### src/rtl/operand_entry.sv
// Keypad front end: accumulates decimal key codes into a signed operand
// and strobes it into the downstream operand register on ENTER.
module operand_entry #(
  parameter int WIDTH      = 32,
  parameter int MAX_DIGITS = 10
) (
  input  logic             clk,
  input  logic             reset,
  input  logic             key_valid,
  input  logic [3:0]       key_code,
  output logic             key_ready,
  output logic             load,
  output logic [WIDTH-1:0] data_out,
  output logic [3:0]       digit_count,
  output logic             negative,
  output logic             overflow
);

  localparam int XW = WIDTH + 4;
  localparam logic [XW-1:0] LIMIT =
    (XW'(1) << (WIDTH - 1)) - XW'(1);

  typedef enum logic {IDLE, EXEC} state_t;

  state_t           state;
  state_t           state_nxt;
  logic [3:0]       key_q;
  logic [WIDTH-2:0] mag;
  logic [XW-1:0]    ext;
  logic [XW-1:0]    prod;
  logic [WIDTH-1:0] sgn;
  logic             is_digit;
  logic             lead_zero;
  logic             fits;

  always_comb begin
    state_nxt = state;
    key_ready = 1'b0;
    unique case (state)
      IDLE: begin
        key_ready = 1'b1;
        if (key_valid) state_nxt = EXEC;
      end
      EXEC: state_nxt = IDLE;
      default: state_nxt = IDLE;
    endcase
  end

  // m*10+d at WIDTH+4 bits so the range test cannot wrap
  assign ext       = XW'(mag);
  assign prod      = (ext << 3) + (ext << 1) + XW'(key_q);
  assign is_digit  = key_q <= 4'd9;
  assign lead_zero = (mag == '0) && (key_q == 4'd0);
  assign fits      = (prod <= LIMIT) &&
                     (digit_count < 4'(MAX_DIGITS));
  assign sgn       = {1'b0, mag};

  always_ff @(posedge clk or posedge reset) begin
    if (reset) begin
      state       <= IDLE;
      key_q       <= '0;
      mag         <= '0;
      data_out    <= '0;
      load        <= 1'b0;
      digit_count <= '0;
      negative    <= 1'b0;
      overflow    <= 1'b0;
    end else begin
      state <= state_nxt;
      load  <= 1'b0;
      if (state == IDLE && key_valid) key_q <= key_code;
      if (state == EXEC) begin
        unique case (1'b1)
          is_digit: begin
            if (lead_zero) begin
              mag <= mag;
            end else if (fits) begin
              mag         <= prod[WIDTH-2:0];
              digit_count <= digit_count + 4'd1;
            end else begin
              overflow <= 1'b1;
            end
          end
          key_q == 4'hA: begin
            data_out    <= negative ? (WIDTH'(0) - sgn) : sgn;
            load        <= 1'b1;
            mag         <= '0;
            digit_count <= '0;
            negative    <= 1'b0;
            overflow    <= 1'b0;
          end
          key_q == 4'hB: begin
            mag         <= '0;
            digit_count <= '0;
            negative    <= 1'b0;
            overflow    <= 1'b0;
          end
          key_q == 4'hC: negative <= ~negative;
          default: mag <= mag;
        endcase
      end
    end
  end

endmodule

### config.mk
export PLATFORM = sky130hd
export DESIGN_NAME = operand_entry
export DESIGN_NICKNAME = d
export VERILOG_FILES = /design/src/rtl/operand_entry.sv
export SDC_FILE = /design/constraint.sdc
export NUM_CORES = 1
export LEC_CHECK = 0
export BUFFER_PORTS_ARGS = -buffer_cell sky130_fd_sc_hd__buf_4
export CAP_MARGIN = 40
export CORE_UTILIZATION = 30
export CTS_CLUSTER_SIZE = 24
export DETAILED_ROUTE_END_ITERATION = 12
export GPL_ROUTABILITY_DRIVEN = 1
export PLACE_DENSITY = 0.52
export SLEW_MARGIN = 20
export SYNTH_ARGS = -nofsm -noshare
export SYNTH_HDL_FRONTEND = slang
export SYNTH_SLANG_ARGS = --single-unit
### constraint.sdc
create_clock -name clk -period 4.3 [get_ports clk]
set_input_delay 0.86 -clock clk [delete_from_list [all_inputs] [get_ports clk]]
set_output_delay 0.86 -clock clk [all_outputs]
set_load 0.01 [all_outputs]
Yosys cells after proc, flatten, opt, wreduce, memory -nomap -nowiden

Index checks and enable logic that the tools add are counted.

Equality and inequality tests: 6
Bitwise gates (word level): 2
Reductions and logical operators: 12
$add $sub $neg: 4
Mux-type cells: 16
Order comparisons: 3

Operators with widths:

| operator                                                          | number |
|---|---|
| 2-to-1 mux 31 bit                                                 | 2 |
| one-hot mux 31 bit (2 select lines)                               | 1 |
| adder 35 x 4 -> 36 bit                                            | 1 |
| less-or-equal comparator 36 x 31 -> 1 bit (second input constant) | 1 |
| adder 34 x 32 -> 35 bit                                           | 1 |
| 2-to-1 mux 32 bit                                                 | 1 |
| subtractor 1 x 31 -> 32 bit (first input constant)                | 1 |
| zero test 31 bit                                                  | 1 |
| equality test 4 bit (second input constant)                       | 3 |
| 2-to-1 mux 4 bit                                                  | 2 |
| one-hot mux 4 bit (2 select lines)                                | 1 |
| AND reduction 4 bit                                               | 2 |
| 2-to-1 mux 1 bit                                                  | 6 |
| one-hot mux 1 bit (2 select lines)                                | 3 |
| adder 4 x 1 -> 4 bit (second input constant)                      | 1 |
| less-or-equal comparator 4 bit (second input constant)            | 1 |
| zero test 4 bit                                                   | 1 |
| less-than comparator 4 bit (second input constant)                | 1 |
| != test 2 bit (second input constant)                             | 2 |
| AND reduction 2 bit                                               | 2 |
| nonzero test 2 bit                                                | 2 |
| logical AND 1 bit                                                 | 3 |
| != test 2 x 1 -> 1 bit (second input constant)                    | 1 |
| NOT 1 bit                                                         | 2 |
| OR reduction 2 bit                                                | 1 |

Flip-flop bits (word level): 75
Output and inout bits: 40
Logic and storage cells: 51

Logic depth before layout (Yosys ltp)

Word-level depth: 7
Mapped depth: 15
Gate-level depth less buffers: 13

Least setup slack after synthesis

No wires, ideal clock.

Path kind: flip-flop to flip-flop
From: register key_q[3]
To: register mag[10]
Cell stages (with the launch flop): 15
Setup time: 125 ps
Required time: 4175 ps
Data arrival time: 3797 ps
Setup slack: 378 ps
Cells stage by stage: dfrtp_1 > clkbuf_1 > inv_1 > fa_1 > fa_1 > nor2b_1 > o2111ai_1 > a2111oi_0 > o31ai_1 > nand2b_1 > xnor2_1 > nand4b_2 > a21oi_4 > buf_6 > mux2_4

Word-level cells in the longest chain between the ends: 5
Elaborated cells between the ends (all ways): 16

RTL lines:

| element                                   | line | RTL |
|---|---|---|
| from (decl)                               | 27   | `logic [3:0] key_q;` |
| from (signal assigned)                    | 71   | `if (state == IDLE && key_valid) key_q <= key_code;` |
| adder 35 x 4 -> 36 bit                    | 51   | `assign prod = (ext << 3) + (ext << 1) + XW'(key_q);` |
| less-or-equal comparator 36 x 31 -> 1 bit | 54   | `assign fits = (prod <= LIMIT) &&` |
| logical AND 1 bit                         | 54   |  |
| != test 2 x 1 -> 1 bit (no source line)   | --   |  |
| AND reduction 4 bit (no source line)      | --   |  |
| to (signal assigned)                      | 76   | `mag <= mag;` |
| to (signal assigned)                      | 78   | `mag <= prod[WIDTH-2:0];` |
| to (signal assigned)                      | 99   | `default: mag <= mag;` |
| to (decl)                                 | 28   | `logic [WIDTH-2:0] mag;` |

Parallel ways exist; a longest one is shown, timed or not. The select of a mux whose other input is x is not followed.
A chain may end at the register's enable or synchronous reset.

Worst setup path in the final report

From: register mag[0]
To: register mag[28]

Word-level cells in the longest chain between the ends: 6
Elaborated cells between the ends (all ways): 12

RTL lines:

| element                                   | line |
|---|---|
| adder 34 x 32 -> 35 bit                   | 51 |
| adder 35 x 4 -> 36 bit                    | 51 |
| less-or-equal comparator 36 x 31 -> 1 bit | 54 |
| logical AND 1 bit                         | 54 |
| != test 2 x 1 -> 1 bit (no source line)   | -- |
| AND reduction 4 bit (no source line)      | -- |

Parallel ways exist; a longest one is shown, timed or not. The select of a mux whose other input is x is not followed.

==> metrics.txt <==
RSZ-0062 raised after global routing no; DRT antenna net count 0; Mapped Area 6020 µm²; All-Layer GR Usage 0.1535; largest net degree at the start of global routing 40; row cnt 51; drt pass-1 iters 4; Final period util 0.9371; H-tree levels 3; area grow syn2layout 16.98%; MaxCap Viol Count 0; post-layout util 0.3595; cell count along the critical path 14; placed cell area 6676 µm²; Die Y 143.7 µm; Fillers 1,997; status finished clean; slowest CP cell fa_1; DIE WIDTH 143.7 µm; residual overflow from global routing 0; CP Launch Type flip-flop; Worst Path Required 4520 ps; Core Region 19,590 µm²; Die ar. 20,640 µm²; DP HPWL 11,730 µm; most frequent cells after synthesis dfrtp_1, nand2_1, o21ai_0; Clk Latency, worst-skew pair 340 ps; Final Slew Violations 0; Synth Warn # 0; Yosys top cell by area dfrtp_1; Seq/Total Area, Yosys 0.3118; CP Class reg2reg; Post-CTS Hold Buffers 0; worst hold path class in2async; crit-path leading delay family compound AO/OA/AOI/OAI gates; largest cells by area after synthesis dfrtp_1, ha_1, mux2_4, o21ai_0, xor2_1; diode count 0; synthesis-stage register bit count 75; Avg Inst Size Synth 9.134 µm²; slew of the pin with the lowest slew margin 672.8 ps; Synth async-reset ratio 1.000; most frequent cell after synthesis dfrtp_1; clock skew 7.010 ps; worst r2r path cells 14; starting density of the core 0.3073; WP buf/inv 3; first-pass GRT wire length 24,630 µm; gpl congestion 0.8610; cell repeated most along the worst path fa_1; Reg clk slew, reported paths 60 ps; vias per cell 5.040; cell area after layout 7042 µm²; Post-synth EDFFs 0; TritonCTS clock tree built; Crit. End Element flip-flop; Fin. Hold Viols 0; wire length per cell 15.80 µm; Top FF cell, synth dfrtp_1; CP Cell Sequence inv_1, fa_1, fa_1, nor2b_1, o2111ai_1, a2111oi_2, buf_4, o31ai_1, nand2b_1, xnor2_1, nand4b_2, a21oi_4, clkbuf_16, mux2_4; number of CTS-inserted buffers 9; Slew Limit Headroom 0.5398; vias in the first global route 4,620; Top Ports 47; nets 771; post-synth top area share 0.3118; Post-route DRC 0; port buffer count 46; sum of negative setup slack 0 ps; initial antenna violation count 0; Setup violations, final 0; min Tclk post-route 4030 ps; unique cell type count in the Yosys netlist 59; final wirelength 15,310 µm; initial DRC count 275; Clock Tree Buf Depth 2; Achievable Freq 248.2 MHz; layout cell share with drive strength beyond 1 0.1747; Root Driver clkbuf_16; synthesized netlist net count 731; critical path peak fanout 16; Vias 4,884; WP data arrival 4250 ps; clk sinks 75; Synth Instances 659; crit-path max cell delay 490 ps
[through the flow]
step / std cells / hold WS, ps / setup WS (ps)
floorplan: 659 / 510.2 / 377.6
global placement: 950 / 463.4 / 234.2
detailed placement: 952 / 471.9 / 136.9
CTS: 968 / 400.4 / 119.3
global route: 969 / 397.1 / 32.06
finish: 969 / 406.3 / 270.3
[cell families (layout without fill, tap and decap cells)]
kind of cell | count (synthesis) | in the layout | share of synthesized area
compound gates | 183 | 183 | 0.1929
xor+xnor | 53 | 53 | 0.07711
fa+ha+maj | 65 | 65 | 0.1376
buf+inv | 51 | 96 | 0.03991
flops | 75 | 75 | 0.3118
mux | 39 | 39 | 0.08855
simple gates | 193 | 193 | 0.1522
[sequential cells by signal, summed over array words and instances, names as in the netlist]
name / flops
data_out: 32
digit_count: 4
key_q: 4
load: 1
mag: 31
negative: 1
overflow: 1
state: 1
[layout by cell type, fill, tap and decap left out, types with 9 or more instances in the layout]
cell | Yosys | routed
o31ai_1 | 12 | 12
buf_4 | 0 | 55
nor2_1 | 51 | 50
nor2b_1 | 9 | 9
nand2_1 | 74 | 73
clkbuf_16 | 0 | 10
o21ai_0 | 66 | 66
dfrtp_1 | 75 | 75
inv_1 | 21 | 20
nor3_1 | 9 | 9
xor2_1 | 36 | 36
a21o_1 | 12 | 12
mux2_4 | 27 | 27
xnor2_1 | 17 | 17
a21oi_1 | 36 | 36
nand3_1 | 10 | 10
ha_1 | 63 | 63
[worst paths after layout]
path	startpoint	to	slack, ps
hold / removal	reset	data_out[28]	410
max in group asynchronous	reset	mag[18]	3280
setup / recovery	mag[0]	mag[28]	270
min in group clk	data_out[19]	data_out[19]	480
hold reg to reg	data_out[19]	data_out[19]	480
setup reg to reg	mag[0]	mag[28]	270
[per-layer routing]
layer / vias up / track usage / part of all wire
li1: 2460 / - / -
met1: 2324 / 0.2220 / 0.52
met2: 88 / 0.2358 / 0.44
met3: 12 / 0.02033 / 0.027
met4: 0 / 0.04535 / 0.0095
met5: - / 0 / 0
[repair_timing]
item | in CTS | in global routing
endpoints found under the setup margin | 0 | 30
buffers inserted | 0 | 0
resized for setup | 0 | 3
[final cells by class]
class | instances | area, µm² | share of cell area
inverters | 21 | 80.08 | 0.01137
multi-input cells | 533 | 3919 | 0.5565
flip-flops and latches | 75 | 1877 | 0.2665
clock buffers | 12 | 256.5 | 0.03643
repair buffers | 59 | 505.5 | 0.07178
well taps | 265 | 331.6 | 0.04709
clock inverters | 4 | 72.57 | 0.01031
Power is left out: the tool's default activity adds up to more than one toggle a clock period on the data nets, which glitch-free logic cannot reach.
